===== config.mk =====
export PLATFORM = sky130hd
export DESIGN_NAME = hbridge_gate_driver_flat
export DESIGN_NICKNAME = d
export VERILOG_FILES = /design/src/rtl/hbridge_gate_driver_if.sv /design/src/rtl/hbridge_gate_driver.sv /design/src/flat_wrapper.sv
export SDC_FILE = /design/constraint.sdc
export NUM_CORES = 1
export LEC_CHECK = 0
export ABC_CLOCK_PERIOD_IN_PS = 2760
export BUFFER_PORTS_ARGS = -buffer_cell sky130_fd_sc_hd__buf_2
export CAP_MARGIN = 10
export CORE_MARGIN = 2
export CORE_UTILIZATION = 56
export CTS_CLUSTER_SIZE = 25
export DETAILED_ROUTE_END_ITERATION = 10
export MAX_ROUTING_LAYER = met4
export PLACE_DENSITY = 0.77
export SLEW_MARGIN = 20
export SYNTH_ARGS = -nofsm -noshare
export SYNTH_HDL_FRONTEND = slang
export SYNTH_SLANG_ARGS = --single-unit

===== constraint.sdc =====
create_clock -name PCLK -period 2.76 [get_ports PCLK]
set_clock_uncertainty 0.15 [all_clocks]
set_input_delay 0.69 -clock PCLK [delete_from_list [all_inputs] [get_ports PCLK]]
set_output_delay 0.69 -clock PCLK [all_outputs]
set_load 0.02 [all_outputs]

===== src/rtl/hbridge_gate_driver_if.sv =====
// Signal bundle between the PWM peripheral, the H-bridge gate driver and the bridge pins.
// Every signal is a plain level sampled on each PCLK edge; there is no valid/ready pairing.
interface hbridge_gate_driver_if;
  logic       PWM_IN;
  logic [1:0] DIR_REQ;
  logic       FAULT_N;
  logic [3:0] GATE;
  logic [1:0] CUR_MODE;
  logic       BUSY;
  logic       FAULT_LATCHED;
  logic       FAULT_IRQ;

  modport master (
    output PWM_IN,
    output DIR_REQ,
    output FAULT_N,
    input  GATE,
    input  CUR_MODE,
    input  BUSY,
    input  FAULT_LATCHED,
    input  FAULT_IRQ
  );

  modport slave (
    input  PWM_IN,
    input  DIR_REQ,
    input  FAULT_N,
    output GATE,
    output CUR_MODE,
    output BUSY,
    output FAULT_LATCHED,
    output FAULT_IRQ
  );
endinterface


===== src/rtl/hbridge_gate_driver.sv =====
// H-bridge gate driver: turns PWM plus a direction request into four gate drives,
// with an all-off dead-time on every mode change and a latched fault shutdown.
module hbridge_gate_driver #(
  parameter int DEAD_CYCLES = 40,
  parameter int CNT_W       = 8
) (
  input  logic                 PCLK,
  input  logic                 PRESETN,
  hbridge_gate_driver_if.slave bus,
  output logic [2:0]           state_dbg
);

  typedef enum logic [2:0] {
    S_COAST = 3'd0,
    S_DEAD  = 3'd1,
    S_FWD   = 3'd2,
    S_REV   = 3'd3,
    S_BRAKE = 3'd4,
    S_FAULT = 3'd5
  } state_e;

  localparam logic [CNT_W-1:0] DEAD_RELOAD = CNT_W'(DEAD_CYCLES - 1);

  state_e           state_q, state_d;
  logic [1:0]       target_q, target_d;
  logic [CNT_W-1:0] cnt_q, cnt_d;
  logic             fault_s1_q, fault_s1_d;
  logic             fault_s2_q, fault_s2_d;
  logic [3:0]       gate_q, gate_d;
  logic             irq_q, irq_d;
  logic [1:0]       mode_now;

  function automatic state_e mode_state(input logic [1:0] mode);
    case (mode)
      2'b01:   return S_FWD;
      2'b10:   return S_REV;
      2'b11:   return S_BRAKE;
      default: return S_COAST;
    endcase
  endfunction

  // Mode actually being driven; dead-time and fault both report coast.
  always_comb begin : mode_decode
    mode_now = 2'b00;
    case (state_q)
      S_FWD:   mode_now = 2'b01;
      S_REV:   mode_now = 2'b10;
      S_BRAKE: mode_now = 2'b11;
      default: mode_now = 2'b00;
    endcase
  end

  always_comb begin : sync_next
    fault_s1_d = bus.FAULT_N;
    fault_s2_d = fault_s1_q;
  end

  // Synchronizer comes out of reset reading "no fault".
  always_ff @(posedge PCLK or negedge PRESETN) begin : sync_reg
    if (!PRESETN) begin
      fault_s1_q <= 1'b1;
      fault_s2_q <= 1'b1;
    end else begin
      fault_s1_q <= fault_s1_d;
      fault_s2_q <= fault_s2_d;
    end
  end

  always_comb begin : fsm_next
    state_d  = state_q;
    target_d = target_q;
    cnt_d    = cnt_q;
    irq_d    = 1'b0;
    if (!fault_s2_q) begin
      // Fault outranks any pending request or dead-time expiry.
      state_d = S_FAULT;
    end else begin
      case (state_q)
        S_FAULT: begin
          if (bus.DIR_REQ == 2'b00) begin
            state_d  = S_DEAD;
            target_d = 2'b00;
            cnt_d    = DEAD_RELOAD;
          end
        end
        S_DEAD: begin
          if (bus.DIR_REQ != target_q) begin
            target_d = bus.DIR_REQ;
            cnt_d    = DEAD_RELOAD;
          end else if (cnt_q == '0) begin
            state_d = mode_state(target_q);
          end else begin
            cnt_d = cnt_q - CNT_W'(1);
          end
        end
        default: begin
          if (bus.DIR_REQ != mode_now) begin
            state_d  = S_DEAD;
            target_d = bus.DIR_REQ;
            cnt_d    = DEAD_RELOAD;
          end
        end
      endcase
    end
    irq_d = (state_d == S_FAULT) && (state_q != S_FAULT);
  end

  // A low synchronized fault kills the gates on the same edge the FSM enters FAULT.
  always_comb begin : gate_next
    gate_d = 4'b0000;
    if (fault_s2_q) begin
      case (state_q)
        S_FWD:   gate_d = {1'b1, 1'b0, 1'b0, bus.PWM_IN};
        S_REV:   gate_d = {1'b0, bus.PWM_IN, 1'b1, 1'b0};
        S_BRAKE: gate_d = 4'b1010;
        default: gate_d = 4'b0000;
      endcase
    end
  end

  always_ff @(posedge PCLK or negedge PRESETN) begin : fsm_reg
    if (!PRESETN) begin
      state_q  <= S_COAST;
      target_q <= 2'b00;
      cnt_q    <= '0;
      gate_q   <= 4'b0000;
      irq_q    <= 1'b0;
    end else begin
      state_q  <= state_d;
      target_q <= target_d;
      cnt_q    <= cnt_d;
      gate_q   <= gate_d;
      irq_q    <= irq_d;
    end
  end

  assign bus.GATE          = gate_q;
  assign bus.CUR_MODE      = mode_now;
  assign bus.BUSY          = (state_q == S_DEAD);
  assign bus.FAULT_LATCHED = (state_q == S_FAULT);
  assign bus.FAULT_IRQ     = irq_q;
  assign state_dbg         = state_q;

endmodule


===== src/flat_wrapper.sv =====
// flat-port wrapper written by rule: the top's interface ports become plain ports
module hbridge_gate_driver_flat 
#(
  parameter int DEAD_CYCLES = 40,
  parameter int CNT_W       = 8
)
  (PCLK, PRESETN, state_dbg, bus_PWM_IN, bus_DIR_REQ, bus_FAULT_N, bus_GATE, bus_CUR_MODE, bus_BUSY, bus_FAULT_LATCHED, bus_FAULT_IRQ);
  hbridge_gate_driver_if bus_i ();
  input  logic PCLK;
  input  logic PRESETN;
  output logic [2:0] state_dbg;
  input wire logic [$bits(bus_i.PWM_IN)-1:0] bus_PWM_IN;
  input wire logic [$bits(bus_i.DIR_REQ)-1:0] bus_DIR_REQ;
  input wire logic [$bits(bus_i.FAULT_N)-1:0] bus_FAULT_N;
  output wire logic [$bits(bus_i.GATE)-1:0] bus_GATE;
  output wire logic [$bits(bus_i.CUR_MODE)-1:0] bus_CUR_MODE;
  output wire logic [$bits(bus_i.BUSY)-1:0] bus_BUSY;
  output wire logic [$bits(bus_i.FAULT_LATCHED)-1:0] bus_FAULT_LATCHED;
  output wire logic [$bits(bus_i.FAULT_IRQ)-1:0] bus_FAULT_IRQ;
  assign bus_i.PWM_IN = bus_PWM_IN;
  assign bus_i.DIR_REQ = bus_DIR_REQ;
  assign bus_i.FAULT_N = bus_FAULT_N;
  assign bus_GATE = bus_i.GATE;
  assign bus_CUR_MODE = bus_i.CUR_MODE;
  assign bus_BUSY = bus_i.BUSY;
  assign bus_FAULT_LATCHED = bus_i.FAULT_LATCHED;
  assign bus_FAULT_IRQ = bus_i.FAULT_IRQ;
  hbridge_gate_driver #(.DEAD_CYCLES(DEAD_CYCLES), .CNT_W(CNT_W)) u_core (.PCLK(PCLK), .PRESETN(PRESETN), .bus(bus_i), .state_dbg(state_dbg));
endmodule

# --- Yosys cells after proc, flatten, opt, wreduce, memory -nomap -nowiden ---
# Cells that the tools add are included.
classes:
  mux: 19
  n_reduce_logical: 6
  n_eq_ne: 15
  add_sub_neg: 1
ops:
  columns: ["op", "count"]
  rows:
  - ["8-bit 2-to-1 mux", 4]
  - ["8-bit one-hot mux with 2 select lines", 1]
  - ["3-bit 2-to-1 mux", 5]
  - ["4-bit one-hot mux with 3 select lines", 1]
  - ["3-bit equality test (second input constant)", 3]
  - ["3-bit one-hot mux with 3 select lines", 1]
  - ["8-bit zero test", 1]
  - ["4-bit AND reduction", 2]
  - ["8-bit by 1-bit subtractor with 8-bit output (second input constant)", 1]
  - ["3-bit by 2-bit equality test with 1-bit output (second input constant)", 2]
  - ["2-bit 2-to-1 mux", 3]
  - ["2-bit one-hot mux with 3 select lines", 1]
  - ["3-bit one-hot mux with 2 select lines", 1]
  - ["2-bit equality test (second input constant)", 2]
  - ["4-bit 2-to-1 mux", 1]
  - ["2-bit by 1-bit inequality test with 1-bit output (second input constant)", 2]
  - ["2-bit inequality test", 2]
  - ["2-bit one-hot mux with 2 select lines", 1]
  - ["3-bit by 1-bit equality test with 1-bit output (second input constant)", 1]
  - ["3-bit by 2-bit inequality test with 1-bit output (second input constant)", 1]
  - ["3-bit inequality test (second input constant)", 1]
  - ["3-bit nonzero test", 1]
  - ["2-bit by 1-bit equality test with 1-bit output (second input constant)", 1]
  - ["2-bit zero test", 1]
  - ["1-bit logical AND", 1]
totals:
  wordCells: 48
  out_inout_bits: 12
  input_bits: 6
  regBits: 20

# --- Depth between registers and ports, before layout ---
# Gate-level depths: netlist of run 1.
depth:
  ltp_word: 8
  depth_mapped: 7
  ltp_nobuf: 7

# --- Worst setup path after synthesis of run 1 ---
# No wires, ideal clock.
synth_timing:
  kind: "input to register"
  start: "in bus_DIR_REQ[1]"
  end: "reg u_core.cnt_q[6]"
  slack_ns: 0.105
  path_stages: 7
  arrival_ns: 2.427
  t_required_ns: 2.532
  cell_sequence: "buf_6 -> maj3_2 -> a311o_1 -> or2_4 -> buf_6 -> or4_1 -> a21oi_1"
synth_via:
  elab_chain_len: 3
  elab_cells_between_ends: 9
  classes_between: "eq/ne (4); mux (2); reduce/logical (3)"
synth_lines:
  columns: ["element", "line_no", "rtl"]
  rows:
  - ["start: declaration", "flat_wrapper.sv:13", "input wire logic [$bits(bus_i.DIR_REQ)-1:0] bus_DIR_REQ;"]
  - ["2-bit inequality test, or another cell as far along", "hbridge_gate_driver.sv:87", "if (bus.DIR_REQ != target_q) begin"]
  - ["3-bit by 2-bit inequality test with 1-bit output (no line), or another cell as far along", null, null]
  - ["4-bit AND reduction (no line) / 8-bit one-hot mux with 2 select lines (equally long branches)", null, null]
  - ["end signal: assignment", "hbridge_gate_driver.sv:131", "cnt_q <= cnt_d;"]
  - ["end: declaration", "hbridge_gate_driver.sv:26", "logic [CNT_W-1:0] cnt_q, cnt_d;"]
# Several ways; a longest one is shown, not always the timed one.
# A chain may end at the register's enable or synchronous reset.

# --- Worst setup path in the final report of run 1 ---
layout_timing:
  start: "reg u_core.state_q[1], in the netlist u_core.state_dbg[1]"
  end: "out bus_CUR_MODE[1]"
layout_via:
  elab_chain_len: 2
  elab_cells_between_ends: 4
  classes_between: "eq/ne (3); mux (1)"
layout_lines:
  columns: ["element", "line_no", "rtl"]
  rows:
  - ["start: declaration", "hbridge_gate_driver.sv:24", "state_e state_q, state_d;"]
  - ["start signal: assignment", "hbridge_gate_driver.sv:129", "state_q <= state_d;"]
  - ["3-bit equality test / 3-bit by 2-bit equality test with 1-bit output (equally long branches)", "hbridge_gate_driver.sv:45", "case (state_q)"]
  - ["2-bit one-hot mux with 3 select lines (*)", "hbridge_gate_driver.sv:45", null]
  - ["end: declaration", "flat_wrapper.sv:16", "output wire logic [$bits(bus_i.CUR_MODE)-1:0] bus_CUR_MODE;"]
# Mark *: on every way between the ends. The rest lies on a longest branch, timed or not.

==> impl_metrics.csv, run 1 <==
group,metric,value,unit
critical_path,arrival,1610,ps
pwr,leakage,0.5908,nW
layout,multiInputGateArea,655.6,um^2
critical_path,endpoint_kind,"output pin",
hold_path,hp-class,"in -> async",
layout,drive_gt1_share,22.97,%
cts,clk_path_buf_depth,2,
floorplan,core.rowCount,17,
placement,dpl-instance-area,1346,um^2
timing,fin_crit,2448,ps
detailed_routing,drc,0,
detailed_routing,wire_per_inst,15.22,um
detailed_routing,vias,1076,
synthesis,async_flop_share,100.0,%
cts,root_buffer,"clkbuf_4",
synthesis,syn_nets,143,
critical_path,startpoint_type,"flop",
critical_path,path_cells,"inv_1 > and3_1 > a21o_1 > buf_2",
critical_path,timing.rr.end,"u_core.bus.FAULT_IRQ",
timing,slew_viol_final,0,
synthesis,synthCells,133,
critical_path,slowest_stage,"dfrtp_1",
layout,fin_util,63.26,%
layout,diodes,0,
synthesis,synthFlopType,"dfrtp_1",
layout,design_area,1373,um^2
cts,cts_sinks,20,
detailed_routing,initialDrtViolationCount,31,
layout,area_growth,9.481,%
placement,routabilityCongestion,0.9314,
cts,cts_buffers,3,
cts,ctsHtreeMaxLevel,1,
detailed_routing,vias_per_cell,6.114,
detailed_routing,firstDrtPassIters,4,
cts,clkTransAtPathRegs,110,ps
critical_path,cp.required,1920,ps
synthesis,netlist_area,1254,um^2
layout,fill_cells,192,
placement,detailed_place_hpwl,1960,um
layout,fin_nets,159,
layout,final_cell_mix,"dfrtp_1 (18), buf_2 (17), inv_1 (8), a21oi_1 (8), o21ai_0 (7)",
pwr,powerDensity,401.8,nW/um^2
placement,port_buffers,17,
floorplan,start_util,57.79,%
global_route,grt_overflow,0,
global_route,grt_max_degree,21,
critical_path,critPathBufInv,2,
critical_path,ff2ff_path_depth,5,
floorplan,die-area,2633,um^2
run,max-cap-violations,0,
floorplan,die_w,51.32,um
cts,cts_setup_buffers,0,
layout,seqCellArea,503.0,um^2
pwr,peakVddDrop,0.3365,mV
critical_path,max_stage_delay,620,ps
timing,tns,0,ps
cts,cts_hold_buf,0,
global_route,grt_pass1_vias,975,
global_route,grt_pass1_wl,4464,um
timing,finalHoldViolCount,0,
cts,cts_tree,"yes",
timing,finalCritPeriodShare,88.70,%
critical_path,r2r_slack,380,ps
synthesis,avgSynthCellArea,9.426,um^2
detailed_routing,ant_nets,0,
timing,rsz0062_at_grt,"no",
layout,layout_commonest_cell,"dfrtp_1",
synthesis,synth_seq_cells,20,
timing,slew_headroom,61.34,%
synthesis,synth_edf_count,0,
synthesis,yosys_warnings,0,
timing,tightest_slew,579.9,ps
status,status,"completed",
floorplan,core-area,2170,um^2
critical_path,timing.rr.start,"u_core.state_dbg[2]",
global_route,grt_antenna_before_repair,0,
synthesis,synth_cell_types,46,
global_route,grtUsageTotal,23.29,%
timing,setup_viol,0,
critical_path,path_delay_family,"flip-flops",
synthesis,ys_seq_area_share,40.12,%
cts,clk-insertion-delay-late,300,ps
cts,cts-resized-gates,0,
floorplan,io_pins,18,
timing,fmax,408.5,MHz
critical_path,crit_type,"reg -> out",
critical_path,worstPathMaxFanout,14,
floorplan,die_h,51.32,um
detailed_routing,routed_wl,2678,um
==> flip-flops by register name, summed over array words and instances, names as in the netlist <==
| register | cells |
|---|---|
| u_core.fault_s1_q | 1 |
| u_core.fault_s2_q | 1 |
| u_core.bus.FAULT_IRQ | 1 |
| u_core.state_dbg | 3 |
| u_core.cnt_q | 8 |
| u_core.target_q | 2 |
| u_core.bus.GATE | 4 |
==> power by group <==
part           switching (W)  internal, W
Combinational      0.0000524    0.0000386
Clock              0.0000838    0.0000563
Sequential         0.0000155     0.000305
Total               0.000152     0.000400
==> layout make-up <==
type / count / area share, %
inverter: 8 / 2.188
timing repair buffer: 22 / 8.933
clock buffer: 4 / 1.914
tap: 28 / 2.552
sequential: 20 / 36.65
multi-input combinational: 94 / 47.77
==> worst max-delay path by stage <==
stage,end,startpoint,slack (ps),depth (start not counted)
6_report,bus_CUR_MODE[1],u_core.state_dbg[1],310,4
5_1_grt,u_core.bus.FAULT_IRQ,u_core.state_dbg[2],180,5
4_1_cts,bus_CUR_MODE[1],u_core.state_dbg[1],320,4
3_5_place_dp,u_core.cnt_q[6],bus_DIR_REQ[1],60,6
3_3_place_gp,u_core.cnt_q[4],bus_DIR_REQ[1],140,6
2_1_floorplan,u_core.cnt_q[6],bus_DIR_REQ[1],110,7
==> cell families after synthesis <==
family / share of synthesized area, %
AO/OA/AOI/OAI: 18.16
AND/OR/NAND/NOR: 24.95
flip-flops: 40.12
buffers and inverters: 7.585
adder cells (fa/ha/maj): 4.890
XOR/XNOR: 3.493
multiplexers: 0.7984
==> per-stage QoR <==
| stage | hold slack, ps | std cells | power (W) | worst slack (ps) |
|---|---|---|---|---|
| floorplan | 195.2 | 133 | 0.0003909 | 105.3 |
| global placement | 197.5 | 172 | 0.0004113 | 139.3 |
| detailed placement | 199.1 | 172 | 0.0004153 | 62.01 |
| CTS | 171.9 | 176 | 0.0005562 | 316.7 |
| global route | 184.4 | 176 | 0.0005811 | 184.5 |
| finish | 158.2 | 176 | 0.0005516 | 311.8 |
==> cell usage after synthesis, types with 2 or more instances <==
cell       n  share of area (%)
dfrtp_1   18                 36
a21oi_1    8                3.2
inv_1      8                2.4
clkbuf_1   7                2.1
o21ai_0    7                2.8
nor2_1     6                1.8
o31ai_1    6                3.6
or4_1      6                3.6
nor3_1     5                2.0
ha_1       4                4.0
xnor2_1    4                2.8
a21o_1     3                1.8
and3_1     3                1.5
buf_6      3                2.7
nor4_1     3                1.5
or3_1      3                1.5
and2_1     2                1.0
dfstp_2    2                4.2
nand2_1    2               0.60
nand2b_1   2                1.0
nand3_1    2               0.80
nand4b_1   2                1.4
nor2b_1    2                1.0
o22a_1     2                1.4
or2_2      2                1.0
==> worst register-to-register path, stage by stage, from the launching register on <==
cell,delay (ps)
dfrtp_1,600
nor3b_1,430
nand3_1,240
nor3_2,420
a31o_2,230
nor4b_1,220
==> per-layer routing <==
metal	global-route usage [%]	up-vias	routed length, um
met5	-	-	0
met2	37.23	35	1287
met4	6.579	0	31
met3	6.725	5	156
li1	-	522	-
met1	29.00	514	1202
(Power assumes the default switching activity.)
==> run 2, diff against run 1 <==
ABC_CLOCK_PERIOD_IN_PS = 2700   (was 2760)
CTS_BUF_LIST = sky130_fd_sc_hd__clkbuf_16   (was default)
clock period = 2.7 ns   (was 2.76 ns; I/O delays follow)
==> run 2 against run 1 <==
  * Worst setup slack worse by 3.6 ps
  * Register-to-register slack lost 20 ps
  * Count of clock-buffer cells in the layout down 1
  * Non-clock buffer count unchanged
  * Clock power increased to 2.9 times the previous value
  * Via count rose by 1.6%
  * Core utilization rose by 3.6 points
  * Critical path depth down 2
  * Worst hold slack improved by 45 ps
  * Total power rose by 50%
  * Critical path type unchanged
  * Largest cell class unchanged
==> impl_metrics.csv, run 2 (synthesis results as in run 1) <==
group,metric,value,unit
placement,post-place-ws,50.96,ps
global_route,grtUsageTotal,22.33,%
layout,largest_reg_flops,8,
timing,rsz0062_at_grt,"no",
timing,setup_viol,0,
cts,cts_tree,"yes",
timing,fin_crit,2392,ps
pwr,powerDensity,569.0,nW/um^2
global_route,grt_pass1_wl,4278,um
detailed_routing,vias_per_cell,6.210,
critical_path,cp.required,1880,ps
floorplan,io_pins,18,
placement,routabilityCongestion,0.8890,
cts,cts_hold_buf,0,
global_route,grt_antenna_before_repair,0,
cts,root_buffer,"clkbuf_16",
cts,clk_path_buf_depth,2,
detailed_routing,drc,0,
critical_path,worstPathMaxFanout,19,
detailed_routing,ant_nets,0,
timing,finalCritPeriodShare,88.58,%
layout,top_register,"u_core.cnt_q",
placement,port_buffers,17,
layout,diodes,0,
timing,finalHoldViolCount,0,
timing,tightest_slew,527.6,ps
cts,clk-insertion-delay-late,250,ps
layout,final-instance-count-excl-fill,176,
cts,cts-resized-gates,0,
detailed_routing,routed_wl,2605,um
cts,ctsHtreeMaxLevel,1,
layout,final_cell_mix,"dfrtp_1 (18), buf_2 (17), inv_1 (8), a21oi_1 (8), o21ai_0 (7)",
layout,drive_gt1_share,23.65,%
pwr,peakVddDrop,0.4958,mV
pwr,leakage,0.6269,nW
cts,cts_setup_buffers,0,
layout,fill_cells,181,
timing,slew_headroom,63.92,%
pwr,fin_total_pwr,0.0008258,W
placement,detailed_place_hpwl,1871,um
timing,tns,0,ps
layout,layout_commonest_cell,"dfrtp_1",
global_route,grt_overflow,0,
layout,area_growth,15.77,%
status,status,"completed",
detailed_routing,initialDrtViolationCount,36,
placement,dp_cells,172,
global_route,grt_pass1_vias,951,
layout,seqCellArea,503.0,um^2
run,max-cap-violations,0,
critical_path,endpoint_kind,"output pin",
layout,fin_nets,159,
critical_path,arrival,1570,ps
layout,multiInputGateArea,655.6,um^2
floorplan,core-area,2170,um^2
cts,clkTransAtPathRegs,60,ps
floorplan,die-area,2633,um^2
timing,slew_viol_final,0,
timing,fmax,418.1,MHz
cts,cts_sinks,20,
critical_path,crit_type,"reg -> out",
floorplan,core.rowCount,17,
detailed_routing,firstDrtPassIters,4,
critical_path,startpoint_type,"flop",
floorplan,start_util,57.79,%
cts,cts_buffers,3,
hold_path,hp-class,"in -> async",
detailed_routing,vias,1093,
timing,setup_slack,308.2,ps
floorplan,die_h,51.32,um
floorplan,die_w,51.32,um
global_route,grt_max_degree,21,
detailed_routing,wire_per_inst,14.80,um
run 2: changes by cell type in the layout (fill, tap and decap cells not counted), sizes merged:
cell,delta
clkbuf,-1
bufinv,+1
run 2: where the power goes:
group | internal, W | switching, W
clock | 0.000294 | 0.000112
combinational | 0.0000394 | 0.0000519
sequential | 0.000312 | 0.0000163
run 2: final cells by class:
type / count / area share, %
inverter: 8 / 2.069
clock buffer: 3 / 5.172
clock inverter: 1 / 2.069
timing repair buffer: 22 / 8.448
sequential: 20 / 34.66
multi-input combinational: 94 / 45.17
tap: 28 / 2.414
run 2: final timing paths:
check	startpoint	end	slack (ps)	depth (start not counted)
min in group PCLK	u_core.fault_s1_q	u_core.fault_s2_q	210	0
worst min-delay path	PRESETN	u_core.cnt_q[4]	200	1
worst min register to register	u_core.fault_s1_q	u_core.fault_s2_q	210	0
worst max-delay path	u_core.state_dbg[2]	bus_BUSY	310	2
max in group asynchronous	PRESETN	u_core.fault_s1_q	1860	1
worst max register to register	u_core.state_dbg[2]	u_core.cnt_q[4]	360	5
run 2: per-stage QoR:
stage	area, um^2	hold WS, ps	util, %
6_report	1451	203.2	66.90
2_1_floorplan	1254	195.2	-
5_1_grt	1451	212.8	66.90
3_3_place_gp	1346	198.0	62.05
3_5_place_dp	1346	202.3	62.05
4_1_cts	1451	209.2	66.90
run 2: critical path: stages, from the launching register on:
cell,delay [ps]
dfrtp_1,580
nor3b_1,480
buf_2,250
run 2: layer usage:
layer	up-vias	wire length (um)	global-route usage, %
met5	-	0	-
met4	0	22	6.579
met3	2	138	4.094
met2	32	1298	35.71
met1	534	1146	29.19
li1	525	-	-
==> run 3, diff against run 2 <==
CORE_UTILIZATION = 55   (was 56)
CTS_CLUSTER_DIAMETER = 80   (was default)
PLACE_DENSITY = 0.76   (was 0.77)
==> run 3 against run 2 <==
  * Routed wire length is 3.2% higher
  * Flip-flop and latch count is the same
  * Count of clock-buffer cells in the layout unchanged
  * Clock power is 1% lower
  * Critical endpoint is now u_core.cnt_q[4]
  * Largest power group unchanged
  * Largest cell class unchanged
  * First-iteration DRC count up 14%
==> impl_metrics.csv, run 3 (synthesis results as in run 1) <==
group,metric,value,unit
timing,timing.hold.ws,201.9,ps
detailed_routing,ant_nets,0,
critical_path,startpoint_type,"input pin",
critical_path,worstPathMaxFanout,12,
cts,cts_hold_buf,0,
timing,fin_crit,2432,ps
critical_path,max_stage_delay,490,ps
critical_path,crit_type,"in -> reg",
floorplan,die_w,51.75,um
detailed_routing,routed_wl,2688,um
layout,area_growth,15.77,%
placement,post-place-ws,22.35,ps
floorplan,io_pins,18,
critical_path,path_cells,"buf_2 > maj3_2 > a311o_1 > or2_4 > or4_1 > a21oi_1",
placement,port_buffers,17,
layout,drive_gt1_share,23.65,%
layout,fin_nets,159,
pwr,p_comb_share,11.3,%
cts,cts_setup_buffers,0,
detailed_routing,wire_per_inst,15.27,um
timing,rsz0062_at_grt,"no",
pwr,p_seq_share,39.8,%
floorplan,die-area,2678,um^2
pwr,clkPwrFrac,48.8,%
cts,root_buffer,"clkbuf_16",
layout,top_register,"u_core.cnt_q",
pwr,fin_total_pwr,0.0008223,W
cts,clk-insertion-delay-late,250,ps
timing,tightest_slew,521.7,ps
critical_path,path_delay_family,"simple AND/OR/NAND/NOR gates",
detailed_routing,vias,1062,
cts,clkTransAtPathRegs,60,ps
cts,cts_buffers,3,
cts,ctsHtreeMaxLevel,1,
global_route,grt_overflow,0,
pwr,leakage,0.6269,nW
floorplan,core-area,2191,um^2
pwr,peakVddDrop,0.4243,mV
critical_path,cp.required,2720,ps
cts,clk_path_buf_depth,2,
global_route,grt_pass1_wl,4602,um
detailed_routing,drc,0,
layout,largest_reg_flops,8,
timing,slew_viol_final,0,
critical_path,slowest_stage,"or4_1",
critical_path,critPathBufInv,1,
floorplan,start_util,57.22,%
timing,finalHoldViolCount,0,
timing,setup_viol,0,
detailed_routing,firstDrtPassIters,4,
cts,cts_sinks,20,
cts,cts-resized-gates,0,
status,status,"completed",
cts,cts_tree,"yes",
global_route,grt_antenna_before_repair,0,
floorplan,core.rowCount,17,
global_route,grt_pass1_vias,1011,
layout,diodes,0,
run,max-cap-violations,0,
pwr,p_sw,0.0001763,W
timing,finalCritPeriodShare,90.07,%
timing,setup_slack,268.1,ps
floorplan,die_h,51.75,um
pwr,intPower,0.0006460,W
layout,final_cell_mix,"dfrtp_1 (18), buf_2 (17), inv_1 (8), a21oi_1 (8), o21ai_0 (7)",
detailed_routing,vias_per_cell,6.034,
layout,fin_util,66.25,%
timing,tns,0,ps
pwr,p_sw_share,21.44,%
timing,slew_headroom,64.32,%
critical_path,arrival,2460,ps
global_route,grt_max_degree,21,
detailed_routing,initialDrtViolationCount,41,
timing,fmax,411.2,MHz
placement,routabilityCongestion,0.8483,
pwr,powerDensity,566.5,nW/um^2
hold_path,hp-class,"in -> async",
placement,detailed_place_hpwl,1898,um
critical_path,endpoint_kind,"flop",
layout,layout_commonest_cell,"dfrtp_1",
global_route,grtUsageTotal,23.66,%
-- run 3: cell counts in the layout (fill, tap and decap cells not counted) --
Identical to the previous run, type by type.
-- run 3: through the flow --
| step | instance area [um^2] | cells |
|---|---|---|
| after floorplan | 1254 | 133 |
| after global placement | 1346 | 172 |
| after detailed placement | 1346 | 172 |
| after CTS | 1451 | 176 |
| after global routing | 1451 | 176 |
| final | 1451 | 176 |
-- run 3: worst paths after layout --
check / slack (ps) / endpoint / depth (start not counted) / start
worst max-delay path: 270 / u_core.cnt_q[4] / 6 / bus_DIR_REQ[1]
worst max register to register: 330 / u_core.cnt_q[4] / 5 / u_core.state_dbg[2]
worst min-delay path: 200 / u_core.cnt_q[3] / 1 / PRESETN
min in group PCLK: 210 / u_core.fault_s2_q / 0 / u_core.fault_s1_q
max in group asynchronous: 1870 / u_core.fault_s2_q / 1 / PRESETN
worst min register to register: 210 / u_core.fault_s2_q / 0 / u_core.fault_s1_q
-- run 3: layout make-up --
type	instances	area (um^2)
Sequential cell	20	503.0
Tap cell	28	35.03
Timing Repair Buffer	22	122.6
Multi-Input combinational cell	94	655.6
Clock buffer	3	75.07
Inverter	8	30.03
Fill cell	187	739.5
Clock inverter	1	30.03
-- run 3: per-layer routing --
| metal | track usage, % | wire length [um] |
|---|---|---|
| met1 | 30.35 | 1218 |
| met2 | 38.89 | 1316 |
| met3 | 3.736 | 124 |
| met4 | 7.018 | 29 |
| met5 | - | 0 |
-- run 3: power by group through the flow --
stage          combinational [W]  sequential, W  clock, W
2_1_floorplan          0.0000710       0.000329         0
3_3_place_gp           0.0000877       0.000332         0
3_5_place_dp           0.0000910       0.000333         0
4_1_cts                0.0000927       0.000327  0.000408
5_1_grt                 0.000104       0.000331  0.000424
6_report               0.0000932       0.000328  0.000401
-- run 3: worst register-to-register path, cell delays in order, from the launching register on --
cell and delay (ps):
dfrtp_1 570, nor4bb_1 230, a311o_1 360, or2_4 320
or4_1 490, a21oi_1 180
